### config.mk
export PLATFORM = sky130hd
export DESIGN_NAME = watch_time_set
export DESIGN_NICKNAME = d
export VERILOG_FILES = /design/src/rtl/watch_time_set_pkg.sv /design/src/rtl/watch_time_set_button_debounce.sv /design/src/rtl/watch_time_set.sv
export SDC_FILE = /design/constraint.sdc
export NUM_CORES = 1
export LEC_CHECK = 0
export CORE_MARGIN = 2
export CORE_UTILIZATION = 53
export CTS_CLUSTER_DIAMETER = 60
export DETAILED_ROUTE_END_ITERATION = 8
export GPL_TIMING_DRIVEN = 0
export PLACE_DENSITY = 0.82
export SLEW_MARGIN = 10
export SYNTH_ARGS = -nofsm -noshare
export SYNTH_HDL_FRONTEND = slang
export SYNTH_SLANG_ARGS = --single-unit
### constraint.sdc
create_clock -name clk_i -period 3.08 [get_ports clk_i]
set_input_delay 0.77 -clock clk_i [delete_from_list [all_inputs] [get_ports clk_i]]
set_output_delay 0.77 -clock clk_i [all_outputs]
set_load 0.01 [all_outputs]
### src/rtl/watch_time_set_pkg.sv
// rtl/watch_time_set_pkg.sv - shared types and field limits for the watch time-set controller
package watch_pkg;

  // Edit state machine encoding
  typedef enum logic [1:0] {
    ST_IDLE   = 2'd0,
    ST_SET_HH = 2'd1,
    ST_SET_MT = 2'd2,
    ST_SET_MU = 2'd3
  } state_t;

  // Field widths
  localparam int HH_W = 5;
  localparam int MT_W = 3;
  localparam int MU_W = 4;

  // Largest legal value of each field; the next increment wraps to 0
  localparam logic [HH_W-1:0] HH_MAX = 5'd23;
  localparam logic [MT_W-1:0] MT_MAX = 3'd5;
  localparam logic [MU_W-1:0] MU_MAX = 4'd9;

  // Blank-mask bit positions, one per display digit
  localparam int BLANK_HXXX = 3;
  localparam int BLANK_XHXX = 2;
  localparam int BLANK_XXMX = 1;
  localparam int BLANK_XXXM = 0;

endpackage

### src/rtl/watch_time_set_button_debounce.sv
// rtl/watch_time_set_button_debounce.sv - synchronizer, stable-level debouncer and press pulse
module button_debounce #(
  parameter int DEBOUNCE_CYC = 655
) (
  input  logic clk,
  input  logic rst,
  input  logic raw,
  output logic press
);

  localparam int CW = $clog2(DEBOUNCE_CYC + 1);

  logic          sync1;
  logic          sync2;
  logic          level;
  logic          level_d;
  logic [CW-1:0] cnt;

  // Synchronize, accept a new level after DEBOUNCE_CYC matching cycles, pulse on its rising edge
  always_ff @(posedge clk) begin
    if (rst) begin
      sync1   <= 1'b0;
      sync2   <= 1'b0;
      level   <= 1'b0;
      level_d <= 1'b0;
      press   <= 1'b0;
      cnt     <= '0;
    end else begin
      sync1   <= raw;
      sync2   <= sync1;
      level_d <= level;
      press   <= level & ~level_d;
      if (sync2 == level) begin
        cnt <= '0;
      end else if (cnt == CW'(DEBOUNCE_CYC - 1)) begin
        level <= sync2;
        cnt   <= '0;
      end else begin
        cnt <= cnt + CW'(1);
      end
    end
  end

endmodule

### src/rtl/watch_time_set.sv
// rtl/watch_time_set.sv - button-driven HH:MM edit controller with commit strobe and blink mask
module watch_time_set
  import watch_pkg::*;
#(
  parameter int DEBOUNCE_CYC = 655,
  parameter int TIMEOUT_CYC  = 327680,
  parameter int BLINK_DIV    = 16384
) (
  input  logic            clk_i,
  input  logic            rst_i,
  input  logic            bt0_i,
  input  logic            bt1_i,
  input  logic [HH_W-1:0] cur_hh_i,
  input  logic [MT_W-1:0] cur_mt_i,
  input  logic [MU_W-1:0] cur_mu_i,
  output logic [HH_W-1:0] cfg_hhxx_o,
  output logic [MT_W-1:0] cfg_xxmx_o,
  output logic [MU_W-1:0] cfg_xxxm_o,
  output logic            load_o,
  output logic            editing_o,
  output logic [3:0]      blank_o
);

  localparam int TW = $clog2(TIMEOUT_CYC + 1);
  localparam int BW = $clog2(BLINK_DIV + 1);

  logic            p0;
  logic            p1;
  state_t          state;
  logic [HH_W-1:0] hh;
  logic [MT_W-1:0] mt;
  logic [MU_W-1:0] mu;
  logic [TW-1:0]   to_cnt;
  logic [BW-1:0]   bl_cnt;
  logic            ph;

  button_debounce #(.DEBOUNCE_CYC(DEBOUNCE_CYC)) u_bt0 (
    .clk   (clk_i),
    .rst   (rst_i),
    .raw   (bt0_i),
    .press (p0)
  );

  button_debounce #(.DEBOUNCE_CYC(DEBOUNCE_CYC)) u_bt1 (
    .clk   (clk_i),
    .rst   (rst_i),
    .raw   (bt1_i),
    .press (p1)
  );

  // Edit FSM: field capture/increment, commit with load strobe, inactivity abort, blink phase
  always_ff @(posedge clk_i) begin
    if (rst_i) begin
      state      <= ST_IDLE;
      hh         <= '0;
      mt         <= '0;
      mu         <= '0;
      cfg_hhxx_o <= '0;
      cfg_xxmx_o <= '0;
      cfg_xxxm_o <= '0;
      load_o     <= 1'b0;
      editing_o  <= 1'b0;
      to_cnt     <= '0;
      bl_cnt     <= '0;
      ph         <= 1'b0;
    end else begin
      load_o <= 1'b0;
      if (state == ST_IDLE) begin
        to_cnt <= '0;
        bl_cnt <= '0;
        ph     <= 1'b0;
        if (p0) begin
          state     <= ST_SET_HH;
          editing_o <= 1'b1;
          hh        <= (cur_hh_i > HH_MAX) ? '0 : cur_hh_i;
          mt        <= (cur_mt_i > MT_MAX) ? '0 : cur_mt_i;
          mu        <= (cur_mu_i > MU_MAX) ? '0 : cur_mu_i;
        end
      end else if (p0) begin
        // bt0 wins over a coincident bt1 press
        to_cnt <= '0;
        bl_cnt <= '0;
        ph     <= 1'b0;
        case (state)
          ST_SET_HH: state <= ST_SET_MT;
          ST_SET_MT: state <= ST_SET_MU;
          default: begin
            state      <= ST_IDLE;
            editing_o  <= 1'b0;
            cfg_hhxx_o <= hh;
            cfg_xxmx_o <= mt;
            cfg_xxxm_o <= mu;
            load_o     <= 1'b1;
          end
        endcase
      end else if (p1) begin
        to_cnt <= '0;
        bl_cnt <= '0;
        ph     <= 1'b0;
        case (state)
          ST_SET_HH: hh <= (hh == HH_MAX) ? '0 : hh + HH_W'(1);
          ST_SET_MT: mt <= (mt == MT_MAX) ? '0 : mt + MT_W'(1);
          default:   mu <= (mu == MU_MAX) ? '0 : mu + MU_W'(1);
        endcase
      end else if (to_cnt == TW'(TIMEOUT_CYC - 1)) begin
        state     <= ST_IDLE;
        editing_o <= 1'b0;
        to_cnt    <= '0;
        bl_cnt    <= '0;
        ph        <= 1'b0;
      end else begin
        to_cnt <= to_cnt + TW'(1);
        if (bl_cnt == BW'(BLINK_DIV - 1)) begin
          bl_cnt <= '0;
          ph     <= ~ph;
        end else begin
          bl_cnt <= bl_cnt + BW'(1);
        end
      end
    end
  end

  // Blank the digit(s) under edit during the blink phase
  always_comb begin
    blank_o = '0;
    case (state)
      ST_SET_HH: begin
        blank_o[BLANK_HXXX] = ph;
        blank_o[BLANK_XHXX] = ph;
      end
      ST_SET_MT: blank_o[BLANK_XXMX] = ph;
      ST_SET_MU: blank_o[BLANK_XXXM] = ph;
      default:   blank_o = '0;
    endcase
  end

endmodule

==> results_dict.tcl <==
set metrics [dict create \
    status "finished clean" \
    grt_pass1_wl_um 13700 \
    path_class "reg2reg" \
    num_rows 32 \
    crit_path_max_incr_delay_ps 560 \
    die_h_um 92.2 \
    crit_arrival_ps 2960 \
    antenna_cells 0 \
    ys_ff_latch 93 \
    wl_per_cell_um 12.8 \
    skew_ps 8.34 \
    final.setup.tns_ps 0 \
    synth_ff_type "dfxtp_1" \
    fin_cells 634 \
    die_area_um2 8500 \
    setup_viol 0 \
    crit_buf_inv 4 \
    syn_inst 484 \
    fin_crit_sh_pct 87.5 \
    synth_edf_count 0 \
    ys_seq_area_share_pct 45.2 \
    cap_viol_max_count 0 \
    start_util_pct 53.9 \
    ys_async_sr_fraction_pct 0 \
    crit_required_ps 3350 \
    power_density_nw_per_um2 438 \
    synth_warnings 0 \
    antenna_found_initial 0 \
    synth_nets 513 \
    dieWidth_um 92.2 \
    grt_max_degree 16 \
    via_per_inst 5.39 \
    final_cell_mix "93 x dfxtp_1, 67 x nor2_1, 48 x nand2_1, 33 x clkdlybuf4s50_1, 30 x a21oi_1" \
    nNetsFinal 557 \
    rsz0062_at_grt "false" \
    ys_top_cells_by_area "dfxtp_1 45%, nor2_1 6.1%, xnor2_1 4.7%" \
    syn2layout_area_growth_pct 16.1 \
    start_kind "flop" \
    wirelength_um 8090 \
    postCtsSetupBuffers 0 \
    timing.critical_path.to_type "flop" \
    fp.coreArea_um2 7650 \
    gr-total-overflow 0 \
    synth_top_area_cell "dfxtp_1" \
    worstMarginPinSlew_ps 716 \
    yosysUniqueCellTypes 45 \
    path_delay_family "compound AO/OA/AOI/OAI gates" \
    final_common_cell "dfxtp_1" \
    first_pass_iters 5 \
    min_period_ps 2700 \
    hold_violations 0 \
    ioPinCount 34 \
    report.final.slew_viol_count 0 \
    p_leak_nw 1.57 \
    max_slew_margin_pct 52.3 \
    clkTransAtPathRegs_ps 90 \
    grt_use_total_pct 19.6 \
    drive_gt1_share_pct 4.89 \
    cts_buffer_depth 2 \
    crit_chain "inv_1 > ha_1 > clkbuf_1 > inv_1 > clkbuf_1 > ha_1 > a21oi_1 > o21ai_0 > a221oi_1" \
    drt-initial-drc-count 126 \
    yosys.area.top_type_share_pct 45.2 \
    root_buffer "clkbuf_8" \
    clock.fmax_mhz 371 \
    cts_resized 0 \
    clkLatencyLatePin_ps 350 \
    vdd_drop_max_v 0.000288 \
    holdBufCountCts 0 \
    hpwl_um 5920 \
    dr_total_vias 3417 \
    cts_buffers 9 \
    place_inst 619 \
    cts_max_level 3 \
    io_buffer_count 33 \
    drcViolationCount 0 \
    gp_congestion 0.857 \
    syn_area_um2 4120 \
    cts_sinks 93 \
    cp_max_fo 10 \
    hp-class "reg2reg" \
    drtAntennaViolNets 0 \
    cp_slowest_cell "a21oi_1" \
    avgSynthCellArea_um2 8.52 \
    grt_pass1_vias 3129 \
    n_fill_cell 655 \
    tritoncts "yes" \
]
-- path summary, 6_finish.rpt --
kind                       from           to  slack (ps)  cells past startpoint
setup / recovery       state[0]        hh[2]         380                      9
hold reg to reg   u_bt1.level_d  u_bt1.press         390                      1
hold / removal    u_bt1.level_d  u_bt1.press         390                      1
setup reg to reg       state[0]        hh[2]         380                      9
-- report_power, final --
part	total (mW)	internal, mW	switching (mW)
clock network	0.844	0.421	0.422
logic	0.0485	0.0251	0.0233
registers	1.21	1.20	0.00230
total	2.10	1.65	0.448
-- state kept, by name (all words and copies together), names as in the netlist, 2 cells and up --
name / flops
mt: 3
cfg_xxxm_o: 4
u_bt1.cnt: 10
cfg_hhxx_o: 5
u_bt0.cnt: 10
bl_cnt: 15
mu: 4
state: 2
hh: 5
cfg_xxmx_o: 3
to_cnt: 19
-- worst register-to-register path, stage by stage (launching register included) --
cell and delay (ps):
dfxtp_1 340, inv_1 110, ha_1 180, clkbuf_1 320
inv_1 130, clkbuf_1 270, ha_1 250, a21oi_1 560
o21ai_0 210, a221oi_1 260
-- stage by stage --
step / setup slack, ps / hold WS, ps / util (%) / cell area, µm² / total power, mW
floorplan: 930 / 367 / - / 4120 / 1.25
global placement: 530 / 372 / 59.9 / 4580 / 1.28
detailed placement: 421 / 373 / 59.9 / 4580 / 1.28
CTS: 427 / 386 / 62.6 / 4790 / 2.12
global route: 78.4 / 392 / 62.6 / 4790 / 2.17
finish: 384 / 387 / 62.6 / 4790 / 2.10
-- cells by family (layout without fill, tap and decap cells) --
family          after synthesis  count (layout)  share of synthesized area, %
buf+inv                      38              86                          3.61
mux                           5               5                          1.24
simple gates                224             224                          27.1
compound gates               68              68                          9.80
flops                        93              93                          45.2
xor+xnor                     43              43                          9.14
fa+ha+maj                    13              13                          3.95
-- routing by layer --
metal / vias to the layer above / wire length (µm) / global-route usage (%)
li1: 1759 / - / -
met1: 1591 / 3830 / 24.3
met2: 58 / 3920 / 34.3
met3: 9 / 236 / 3.12
met4: 0 / 104 / 7.46
met5: - / 0 / 0
-- area by class of cell --
class | count | area, µm² | area share (%)
multi-input cells | 353 | 2110 | 44.1
flip-flops and latches | 93 | 1860 | 38.9
repair buffers | 33 | 330 | 6.90
clock buffers | 11 | 151 | 3.16
well taps | 102 | 128 | 2.67
inverters | 21 | 78.8 | 1.65
plain buffers | 17 | 70.1 | 1.46
clock inverters | 4 | 56.3 | 1.18
-- cell usage after synthesis, types with 2 or more instances --
master	instances
a211oi_1	4
a21oi_1	30
a311oi_1	4
a31o_2	2
a31oi_1	3
and2_1	4
and3_1	6
and4_1	5
buf_1	2
buf_2	2
clkbuf_1	12
dfxtp_1	93
ha_1	13
inv_1	21
mux2i_1	4
nand2_1	48
nand3_1	26
nand4_1	17
nor2_1	67
nor2b_1	10
nor3_1	14
nor3b_1	3
nor4_1	8
nor4b_1	3
o21ai_0	17
o31ai_1	2
or3_1	5
xnor2_1	22
xor2_1	21
No activity file was read; power rests on OpenSTA's default activity.
